File: src/rtl/seven_seg_scan.sv
// Multiplexed BCD seven-segment driver with double-buffered frames and leading-zero blanking.
// seg/an are registered one cycle after an index change; there is no backpressure, loads always accepted.
module seven_seg_scan #(
    parameter int NUM_DIGITS  = 4,
    parameter int REFRESH_DIV = 50000,
    parameter int BLANK_LZ    = 1
) (
    input  logic                      clk,
    input  logic                      rst,
    input  logic                      en,
    input  logic                      load,
    input  logic [4*NUM_DIGITS-1:0]   din,
    output logic [6:0]                seg,
    output logic [NUM_DIGITS-1:0]     an,
    output logic                      frame_done
);

    localparam int CW = $clog2(REFRESH_DIV);
    localparam int IW = (NUM_DIGITS > 1) ? $clog2(NUM_DIGITS) : 1;
    localparam logic [CW-1:0] CNT_MAX = CW'(REFRESH_DIV - 1);
    localparam logic [IW-1:0] IDX_MAX = IW'(NUM_DIGITS - 1);

    logic [CW-1:0]           cnt;
    logic [IW-1:0]           idx;
    logic [4*NUM_DIGITS-1:0] disp_buf;
    logic [4*NUM_DIGITS-1:0] pend_buf;
    logic                    pend_vld;
    logic                    tick;
    logic                    boundary;
    logic                    upper_zero;
    logic [NUM_DIGITS-1:0]   blank;
    logic [3:0]              cur_code;
    logic [6:0]              seg_nxt;
    logic [NUM_DIGITS-1:0]   an_nxt;

    function automatic logic [6:0] decode(input logic [3:0] code);
        logic [6:0] s;
        case (code)
            4'd0:         s = 7'b0000001;
            4'd1:         s = 7'b1001111;
            4'd2:         s = 7'b0010010;
            4'd3:         s = 7'b0000110;
            4'd4:         s = 7'b1001100;
            4'd5:         s = 7'b0100100;
            4'd6:         s = 7'b0100000;
            4'd7:         s = 7'b0001111;
            4'd8:         s = 7'b0000000;
            4'd9:         s = 7'b0000100;
            4'd10, 4'd11: s = 7'b1111110;
            default:      s = 7'b0110000;
        endcase
        return s;
    endfunction

    assign tick     = en && (cnt == CNT_MAX);
    assign boundary = tick && (idx == IDX_MAX);
    assign cur_code = disp_buf[{idx, 2'b00} +: 4];

    // A digit is blank only if it and every more significant digit are zero.
    always_comb begin
        upper_zero = 1'b1;
        blank      = '0;
        for (int k = NUM_DIGITS - 1; k >= 0; k--) begin
            upper_zero = upper_zero && (disp_buf[4*k +: 4] == 4'd0);
            blank[k]   = (BLANK_LZ != 0) && (k != 0) && upper_zero;
        end
    end

    always_comb begin
        seg_nxt = 7'b1111111;
        an_nxt  = '1;
        if (en) begin
            if (!blank[idx])
                seg_nxt = decode(cur_code);
            for (int k = 0; k < NUM_DIGITS; k++)
                an_nxt[k] = (idx != IW'(k));
        end
    end

    always_ff @(posedge clk) begin
        if (rst) begin
            cnt        <= '0;
            idx        <= '0;
            disp_buf   <= '0;
            pend_buf   <= '0;
            pend_vld   <= 1'b0;
            seg        <= 7'b1111111;
            an         <= '1;
            frame_done <= 1'b0;
        end else begin
            if (en)
                cnt <= tick ? '0 : cnt + 1'b1;
            if (tick)
                idx <= (idx == IDX_MAX) ? '0 : idx + 1'b1;
            if (load)
                pend_buf <= din;
            // A load landing on the boundary bypasses the pending buffer.
            if (boundary) begin
                if (load)
                    disp_buf <= din;
                else if (pend_vld)
                    disp_buf <= pend_buf;
                pend_vld <= 1'b0;
            end else if (load) begin
                pend_vld <= 1'b1;
            end
            frame_done <= boundary;
            seg        <= seg_nxt;
            an         <= an_nxt;
        end
    end

endmodule

File: config.mk
export PLATFORM = sky130hd
export DESIGN_NAME = seven_seg_scan
export DESIGN_NICKNAME = d
export VERILOG_FILES = /design/src/rtl/seven_seg_scan.sv
export SDC_FILE = /design/constraint.sdc
export NUM_CORES = 1
export LEC_CHECK = 0
export ABC_AREA = 1
export BUFFER_PORTS_ARGS = -buffer_cell sky130_fd_sc_hd__clkbuf_2
export CORE_MARGIN = 1.5
export CORE_UTILIZATION = 40
export DETAILED_ROUTE_END_ITERATION = 6
export PLACE_DENSITY = 0.69
export SETUP_SLACK_MARGIN = 0.2
export SLEW_MARGIN = 20
export SYNTH_ARGS = -nofsm -noshare
export SYNTH_HDL_FRONTEND = slang
export SYNTH_SLANG_ARGS = --single-unit
File: constraint.sdc
create_clock -name clk -period 4.3 [get_ports clk]
set_clock_uncertainty 0.2 [all_clocks]
set_input_delay 0.86 -clock clk [delete_from_list [all_inputs] [get_ports clk]]
set_output_delay 0.86 -clock clk [all_outputs]
set_load 0.01 [all_outputs]
==> results.cfg, run 1 <==
[synth]
synth_warnings = 0
synthAdderAreaFrac_pct = 4.719
syn-num-nets = 414
muxShareOfSynthArea_pct = 5.491
synth_compound_area_share_pct = 4.976
ys_ff_latch = 63
synth-xor-area-share_pct = 0.9009
postSynthCellCount = 383
synth_area_um2 = 2917
yosysUniqueCellTypes = 30
synth_top_family_by_area = simple AND/OR/NAND/NOR gates
seq_area_frac_synth_pct = 43.24
syn_area_per_cell_um2 = 7.615
yosys.area_share.simple_pct = 33.85

[clock_tree]
clk_pin_slew_ps = 70
worstSkewPairLatency_ps = 330
cts_buffer_depth = 2
cts_sinks = 63
htree_levels = 3
cts_hold_buf = 0
post_cts_resized = 0
cts_tree = built
cts_buffers = 9
post_cts_buffers = 0
clock-root-buffer = clkbuf_8

[grt]
antenna_found_initial = 0
grt_pass1_vias = 2150
grt_first_pass_wirelength_mm = 9.473
grt-ovfl-total = 0
grt_max_degree = 25
grt_usage_pct = 15.82

[worst_setup_path]
end_kind = register
arrival_ps = 2410
crit_required_ps = 4380
startpoint_type = primary input
crit_buf_inv = 3
slowest_stage = inv_1
rrSetupSlack_ps = 2000
worstPathMaxFanout = 24
cp_top_family = buffers and inverters
cpPeakStageDelay_ps = 550
critPathKind = primary input to register
cp_cell_sequence = clkbuf_2 > inv_1 > nand2_1 > inv_1 > o21ai_0 > nor2_1
cpMostUsedCell = inv_1

[job]
drv_cap = 0

[power_and_ir_drop]
seqPwrFrac_pct = 51.8
p_per_area_nw_per_um2 = 352.9
power_switching_uw = 259.8
p_int_uw = 903.3
irDropWorstVdd_uv = 165.7
leakage_nw = 1.399
switching_share_pct = 22.34
combinationalPowerShare_pct = 5.3
clkPwrFrac_pct = 42.9

[placed_design]
hpwl_mm = 4.122
dp.cells = 497
portBuffers = 31
place_area_um2 = 3105
gp_congestion = 0.8613

[final_layout]
nNetsFinal = 443
finalInstanceArea_um2 = 3296
antenna_cells = 0
drive_gt1_share_pct = 14.63
final_util_pct = 47.72
syn2layout_area_growth_pct = 13.00
post_layout_nonfiller_instances = 513

[drt]
vias = 2417
drt_wl_total_mm = 5.635
drt_pre_antenna_iters = 4
drt-initial-drc-count = 110
drc_errors = 0
postRouteAntennaNets = 0
wire_per_inst_um = 10.98
routed_via_density = 4.712

[timing]
report.final.slew_viol_count = 0
period_minus_slack_ps = 2332
setup-tns-final_ps = 0
rsz0062_at_grt = false
relSlewSlack_pct = 55.78
worst_slew_pin_slew_ps = 663.4
whs_ps = 289.4
setup_viol = 0
hold_viol_final = 0
finalCritPeriodShare_pct = 54.23
clock.fmax_mhz = 428.9

[die]
die_area_um2 = 7813
pin_count = 32
die_width_um = 88.39
die_y_um = 88.39
core-area_um2 = 6907
start_util_pct = 42.23
num_rows = 30

[min_path]
hold_class = register to register

[status]
status = completed
flip-flops by register name, indices dropped and copies added, names as in the netlist:
register,flops
cnt,16
frame_done,1
seg,7
an,4
idx,2
disp_buf,16
pend_buf,16
pend_vld,1
worst register-to-register path, cell delays in order (launching register included):
cell	delay [ps]
dfxtp_1	620
ha_1	680
nand4_4	210
nor2_4	350
nor2_1	80
nor2_1	110
cells in the final DEF, fill, tap and decap left out, drive strengths merged, types with 3 or more instances in the layout:
master and n:
inv 30, dfxtp 63, o21ai 15, nor3 5, clkbuf 43, mux2i 16, nand3 24, clkinv 3
nand2 78, ha 11, nor2 96, nand4 18, a21oi 4
stage by stage:
stage	setup slack, ps	power, mW
after CTS	1947	1.179
final	1968	1.163
after detailed placement	1615	0.6781
after floorplan	2284	0.6577
after global routing	1750	1.213
after global placement	1695	0.6764
path summary, 6_finish.rpt:
| kind | from | cells after the start | to |
|---|---|---|---|
| worst min register to register | disp_buf[1]$_SDFFE_PP0P_ | 2 | disp_buf[1]$_SDFFE_PP0P_ |
| worst min-delay path | disp_buf[1]$_SDFFE_PP0P_ | 2 | disp_buf[1]$_SDFFE_PP0P_ |
| worst max register to register | idx[0]$_SDFFE_PP0N_ | 5 | disp_buf[6]$_SDFFE_PP0P_ |
| worst max-delay path | rst | 6 | cnt[13]$_SDFFE_PP0P_ |
logic make-up after synthesis:
family                     Yosys count
adders and majority gates           11
and+or+nand+nor                    223
xor gates and xnor gates             3
muxes                               16
DFF                                 63
buffers and inverters               43
AOI/OAI and AO/OA                   24
per-layer routing:
metal	wire length (um)	share of wire, %	global-route usage, %
met1	2791	50	20.32
met5	0	0	0
met2	2560	45	25.26
met4	53	0.94	7.670
met3	231	4.1	3.451
synthesized netlist by cell type:
cell type	instances	area [um^2]
nor3_1	5	25.02
ha_1	11	137.6
and2_4	1	8.760
nor3b_1	1	7.510
xor2_1	2	17.52
a21oi_1	4	20.02
o31ai_1	1	7.510
nand2_1	77	289.0
o21ai_0	11	55.05
nor2_2	4	25.02
buf_2	6	30.03
nand4_1	17	106.4
a31o_2	1	8.760
mux2i_1	16	160.2
o211ai_1	2	15.01
o21ai_1	4	20.02
inv_1	28	105.1
clkbuf_1	2	7.510
nand2_2	1	6.260
nor2_4	3	33.78
buf_4	2	15.01
inv_2	2	7.510
nand4_4	1	21.27
dfxtp_1	63	1261
buf_6	3	33.78
nand3_2	2	20.02
nand3_1	22	110.1
xnor2_1	1	8.760
nor2_1	89	334.1
a21boi_4	1	18.77
cell type report:
cell class | instances | area, um^2
clock buffer | 12 | 145.1
clock inverter | 4 | 45.04
fill | 720 | 3611
inverter | 30 | 112.6
multi-input combinational | 277 | 1456
sequential | 63 | 1261
tap | 96 | 120.1
timing repair buffer | 31 | 155.1
power by group through the flow:
stage               Combinational (mW)  Clock (mW)  Sequential [mW]
floorplan                       0.0410           0            0.617
global placement                0.0612           0            0.615
detailed placement              0.0623           0            0.616
CTS                             0.0626       0.514            0.602
global route                    0.0696       0.539            0.604
finish                          0.0618       0.499            0.603
Power figures use the tool's default switching activity.
==> run 2: changes to the inputs <==
- ABC_AREA: 1 -> 0
- clock period: 4.3 -> 2.4 ns (I/O delays scaled with it)
==> results.cfg, run 2 <==
[min_path]
hold_class = primary input to register
worstHoldStart = din[3]
hold_depth = 3

[worst_setup_path]
end_kind = register
slowest_stage = nor4b_4
cpPeakStageDelay_ps = 380
cpMostUsedCell = nor4b_4
arrival_ps = 2130
worstRegToRegCells = 5
cp_cell_sequence = nor4b_4 > nand3_4 > nor4b_4 > buf_12 > mux2_2
rrSetupSlack_ps = 300
r2r-start = cnt[4]$_SDFFE_PP0P_
crit_cells = 5
crit_required_ps = 2430
startpoint_type = register
worstPathMaxFanout = 16
crit_buf_inv = 1
cp_top_family = simple AND/OR/NAND/NOR gates
cp-startpoint = cnt[4]$_SDFFE_PP0P_
critPathKind = register to register

[clock_tree]
htree_levels = 3
cts_hold_buf = 0
cts_tree = built
cts_sinks = 63
cts_buffer_depth = 2
worstSkewPairLatency_ps = 330
cts_buffers = 9
post_cts_buffers = 0
clk_pin_slew_ps = 70
clock-root-buffer = clkbuf_8

[synth]
yosysMostFrequentCell = dfxtp_1
synth_top_area_share_pct = 44.78
ys_async_sr_fraction_pct = 0
seq_area_frac_synth_pct = 44.78
synth_flop_cell = dfxtp_1
syn_area_per_cell_um2 = 10.24
syn-num-nets = 306
synth_warnings = 0
yosysTopAreaCell = dfxtp_1
postSynthCellCount = 275
yosysUniqueCellTypes = 40
synth_common_cells = dfxtp_1, nor2_1, nor2b_1, mux2i_1, nand2_1
synth_area_um2 = 2816
ys_ff_latch = 63
yosys-top-cells-area = dfxtp_1, mux2i_1, mux2_4
synth_edf_count = 0

[timing]
hold_viol_final = 0
whs_ps = 222.3
setup_viol = 0
setup-tns-final_ps = 0
report.final.slew_viol_count = 0
relSlewSlack_pct = 67.94
rsz0062_at_grt = false
period_minus_slack_ps = 2099
finalCritPeriodShare_pct = 87.45
clock.fmax_mhz = 476.5
worst_slew_pin_slew_ps = 480.8

[final_layout]
mostFrequentLayoutCell = dfxtp_1
antenna_cells = 0
syn2layout_area_growth_pct = 18.44
nNetsFinal = 340
drive_gt1_share_pct = 25.80
n_fill_cell = 630
finalInstanceArea_um2 = 3336
final_cell_mix = dfxtp_1, nor2_1, clkbuf_2, nor2b_1, mux2i_1
biggestRegsByFlops = cnt (16), disp_buf (16), pend_buf (16)

[grt]
grt_usage_pct = 15.11
antenna_found_initial = 0
grt-ovfl-total = 0
grt_pass1_vias = 1875
grt_max_degree = 40
grt_first_pass_wirelength_mm = 8.742

[drt]
drt_wl_total_mm = 5.212
routed_via_density = 4.795
postRouteAntennaNets = 0
drt_pre_antenna_iters = 5
vias = 1966
drc_errors = 0
drt-initial-drc-count = 95
wire_per_inst_um = 12.71

[placed_design]
hpwl_mm = 3.614
place_area_um2 = 3087
portBuffers = 31
gp_congestion = 0.7767

[job]
drv_cap = 0

[status]
status = completed

[die]
num_rows = 30
die_y_um = 86.91
die_width_um = 86.91
start_util_pct = 41.45
core-area_um2 = 6794
pin_count = 32
die_area_um2 = 7553

[power_and_ir_drop]
leakage_nw = 1.335
irDropWorstVdd_uv = 272.4
p_per_area_nw_per_um2 = 684.8
total_power_mw = 2.284
-- run 2: changes by cell type after synthesis, sizes merged, moves of 5 or more --
cell   change
nor2b     +18
o21ai      -6
nand4     -13
xor2       +5
a21oi      +9
nand2     -63
nand3     -16
mux2      +17
nor2      -65
inv       -24
-- run 2: metrics by stage --
| stage | util, % | cells | setup WS [ps] |
|---|---|---|---|
| 2_1_floorplan | - | 275 | 221.5 |
| 3_3_place_gp | 45.43 | 394 | 265.6 |
| 3_5_place_dp | 45.43 | 394 | 189.3 |
| 4_1_cts | 49.04 | 410 | 308.3 |
| 5_1_grt | 49.10 | 410 | 239.6 |
| 6_report | 49.10 | 410 | 301.3 |
-- run 2: cell families (layout without fill, tap and decap cells) --
logic type / count (synthesis) / in the layout / share of synthesized area (%)
multiplexers: 38 / 38 / 17.37
AND/OR/NAND/NOR: 102 / 102 / 20.26
XOR/XNOR: 9 / 9 / 2.799
adder cells (fa/ha/maj): 11 / 11 / 4.887
AO/OA/AOI/OAI: 31 / 31 / 6.353
buffers and inverters: 21 / 60 / 3.553
flip-flops: 63 / 63 / 44.78
-- run 2: cell type report --
cell class                 instances  area, um^2  share of cell area, %
clock buffer                       9       123.9                  3.713
clock inverter                     7       120.1                  3.601
inverter                           6       22.52                 0.6752
multi-input combinational        191        1463                  43.85
sequential                        63        1266                  37.96
tap                               96       120.1                  3.601
timing repair buffer              38       220.2                  6.602
-- run 2: final timing paths --
| check | end |
|---|---|
| max reg2reg | disp_buf[1]$_SDFFE_PP0P_ |
| min | pend_buf[3]$_SDFFE_PP0P_ |
| max | disp_buf[1]$_SDFFE_PP0P_ |
| min reg2reg | cnt[1]$_SDFFE_PP0P_ |
-- run 2: tightest hold or removal path, cell delays in order --
cell	delay, ps
clkbuf_2	70
mux2i_1	50
nor2_1	110
-- run 2: layer usage --
layer	vias to the layer above	track usage (%)	wire length (um)
met5	-	0	0
met4	0	6.598	81
met3	9	5.687	260
met2	40	21.07	2255
met1	893	20.70	2615
li1	1024	-	-
-- run 2: what timing repair did --
action,CTS,global route
endpoints found under the hold margin,0,0
setup endpoints to repair,1,1
gates resized for setup,1,2
-- run 2: where the power goes --
group          internal (mW)  switching (mW)  total (mW)  leakage (nW)
Combinational         0.0410          0.0538      0.0948         0.700
Clock                  0.693           0.420        1.11         0.120
Sequential              1.07         0.00732        1.08         0.515
Total                   1.80           0.481        2.28          1.33
==> run 3: changes to the inputs <==
- PLACE_DENSITY: 0.69 -> 0.65
==> results.cfg, run 3 (synthesis gave the netlist of run 2 again) <==
[status]
status = completed

[clock_tree]
cts_buffers = 9
clk_pin_slew_ps = 70
cts_sinks = 63
htree_levels = 3
cts_tree = built
cts_buffer_depth = 2
cts_hold_buf = 0
worstSkewPairLatency_ps = 330
clock-root-buffer = clkbuf_8

[drt]
drc_errors = 0
postRouteAntennaNets = 0
drt_wl_total_mm = 5.163
vias = 2018
drt-initial-drc-count = 167
routed_via_density = 4.874
wire_per_inst_um = 12.47
drt_pre_antenna_iters = 4

[final_layout]
syn2layout_area_growth_pct = 19.55
nNetsFinal = 344
post_layout_nonfiller_instances = 414
antenna_cells = 0
drive_gt1_share_pct = 26.73
finalInstanceArea_um2 = 3367
final_cell_mix = dfxtp_1, nor2_1, clkbuf_2, nor2b_1, mux2i_1
mostFrequentLayoutCell = dfxtp_1
biggestRegsByFlops = cnt (16), disp_buf (16), pend_buf (16)
n_fill_cell = 630

[timing]
clock.fmax_mhz = 481.3
worst_slew_pin_slew_ps = 472.2
rsz0062_at_grt = false
relSlewSlack_pct = 68.52
hold_viol_final = 0
setup_viol = 0
finalCritPeriodShare_pct = 86.57
period_minus_slack_ps = 2078
report.final.slew_viol_count = 0
setup-tns-final_ps = 0

[power_and_ir_drop]
irDropWorstVdd_uv = 198.4
leakage_nw = 1.360
p_per_area_nw_per_um2 = 656.5

[worst_setup_path]
startpoint_type = register
cpMostUsedCell = nor4b_4
cp_top_family = simple AND/OR/NAND/NOR gates
end_kind = register
crit_buf_inv = 2
critPathKind = register to register
crit_required_ps = 2420
worstPathMaxFanout = 8
slowest_stage = nor4b_4
cp_cell_sequence = nor4b_4 > nand3_4 > nor4b_4 > buf_4 > buf_12 > mux2_2
arrival_ps = 2100
cpPeakStageDelay_ps = 390

[placed_design]
place_area_um2 = 3102
portBuffers = 31
dp.cells = 396
hpwl_mm = 3.634
gp_congestion = 0.7370

[grt]
grt_usage_pct = 15.20
grt-ovfl-total = 0
grt_max_degree = 26
grt_pass1_vias = 1860
antenna_found_initial = 0
grt_first_pass_wirelength_mm = 8.680

[die]
die_width_um = 86.91
start_util_pct = 41.45
core-area_um2 = 6794
pin_count = 32
die_y_um = 86.91
num_rows = 30
die_area_um2 = 7553

[job]
drv_cap = 0

[min_path]
hold_class = primary input to register
## run 3: cell types whose count changed in the layout (fill, tap and decap cells not counted), moves of 2 or more
| cell | previous run | this run |
|---|---|---|
| clkbuf_8 | 9 | 11 |
| clkbuf_1 | 0 | 2 |
| buf_4 | 6 | 9 |
| dfxtp_2 | 1 | 3 |
## run 3: report_power, final
| group | switching [mW] | total [mW] | internal (mW) | leakage, nW |
|---|---|---|---|---|
| registers | 0.00737 | 1.08 | 1.07 | 0.515 |
| logic | 0.0537 | 0.0957 | 0.0420 | 0.731 |
| clock network | 0.395 | 1.04 | 0.641 | 0.114 |
| total | 0.456 | 2.21 | 1.75 | 1.36 |
## run 3: what timing repair did
item                       in CTS  in global routing
setup endpoints to repair       0                  8
gates resized for setup         0                  4
buffers inserted                0                  1
## run 3: path summary, 6_finish.rpt
check / slack [ps] / to / startpoint / depth (start not counted)
max: 320 / disp_buf[4]$_SDFFE_PP0P_ / cnt[4]$_SDFFE_PP0P_ / 6
min: 230 / pend_buf[3]$_SDFFE_PP0P_ / din[3] / 3
max reg2reg: 320 / disp_buf[4]$_SDFFE_PP0P_ / cnt[4]$_SDFFE_PP0P_ / 6
min reg2reg: 290 / cnt[1]$_SDFFE_PP0P_ / cnt[1]$_SDFFE_PP0P_ / 2
## run 3: through the flow
| stage | setup slack, ps | total power [mW] | hold slack (ps) | util [%] |
|---|---|---|---|---|
| final | 322.3 | 2.211 | 227.3 | 49.56 |
| after global placement | 266.7 | 1.197 | 275.6 | 45.65 |
| after global routing | 212.9 | 2.301 | 247.4 | 49.56 |
| after floorplan | 221.5 | 1.160 | 261.1 | - |
| after CTS | 287.1 | 2.234 | 220.9 | 48.95 |
| after detailed placement | 231.6 | 1.199 | 285.6 | 45.65 |
## run 3: area by class of cell
cell class / count / area [um^2] / area share [%]
timing repair buffer: 42 / 267.8 / 7.952
multi-input combinational: 191 / 1468 / 43.59
tap: 96 / 120.1 / 3.567
clock inverter: 3 / 65.06 / 1.932
inverter: 6 / 22.52 / 0.6689
sequential: 63 / 1265 / 37.57
clock buffer: 13 / 158.9 / 4.719
## run 3: worst register-to-register path, delay by kind of cell (launching register included)
| family | cells | cell delay, ps |
|---|---|---|
| DFF | 1 | 370 |
| and+or+nand+nor | 3 | 760 |
| buffers and inverters | 2 | 310 |
| muxes | 1 | 340 |
## run 3: layer usage
layer	part of all wire, %	vias up	GRT usage, %
met1	50	937	20.21
met5	0	-	0
met4	2.1	0	8.358
li1	-	1036	-
met3	3.1	8	4.265
met2	44	37	22.20
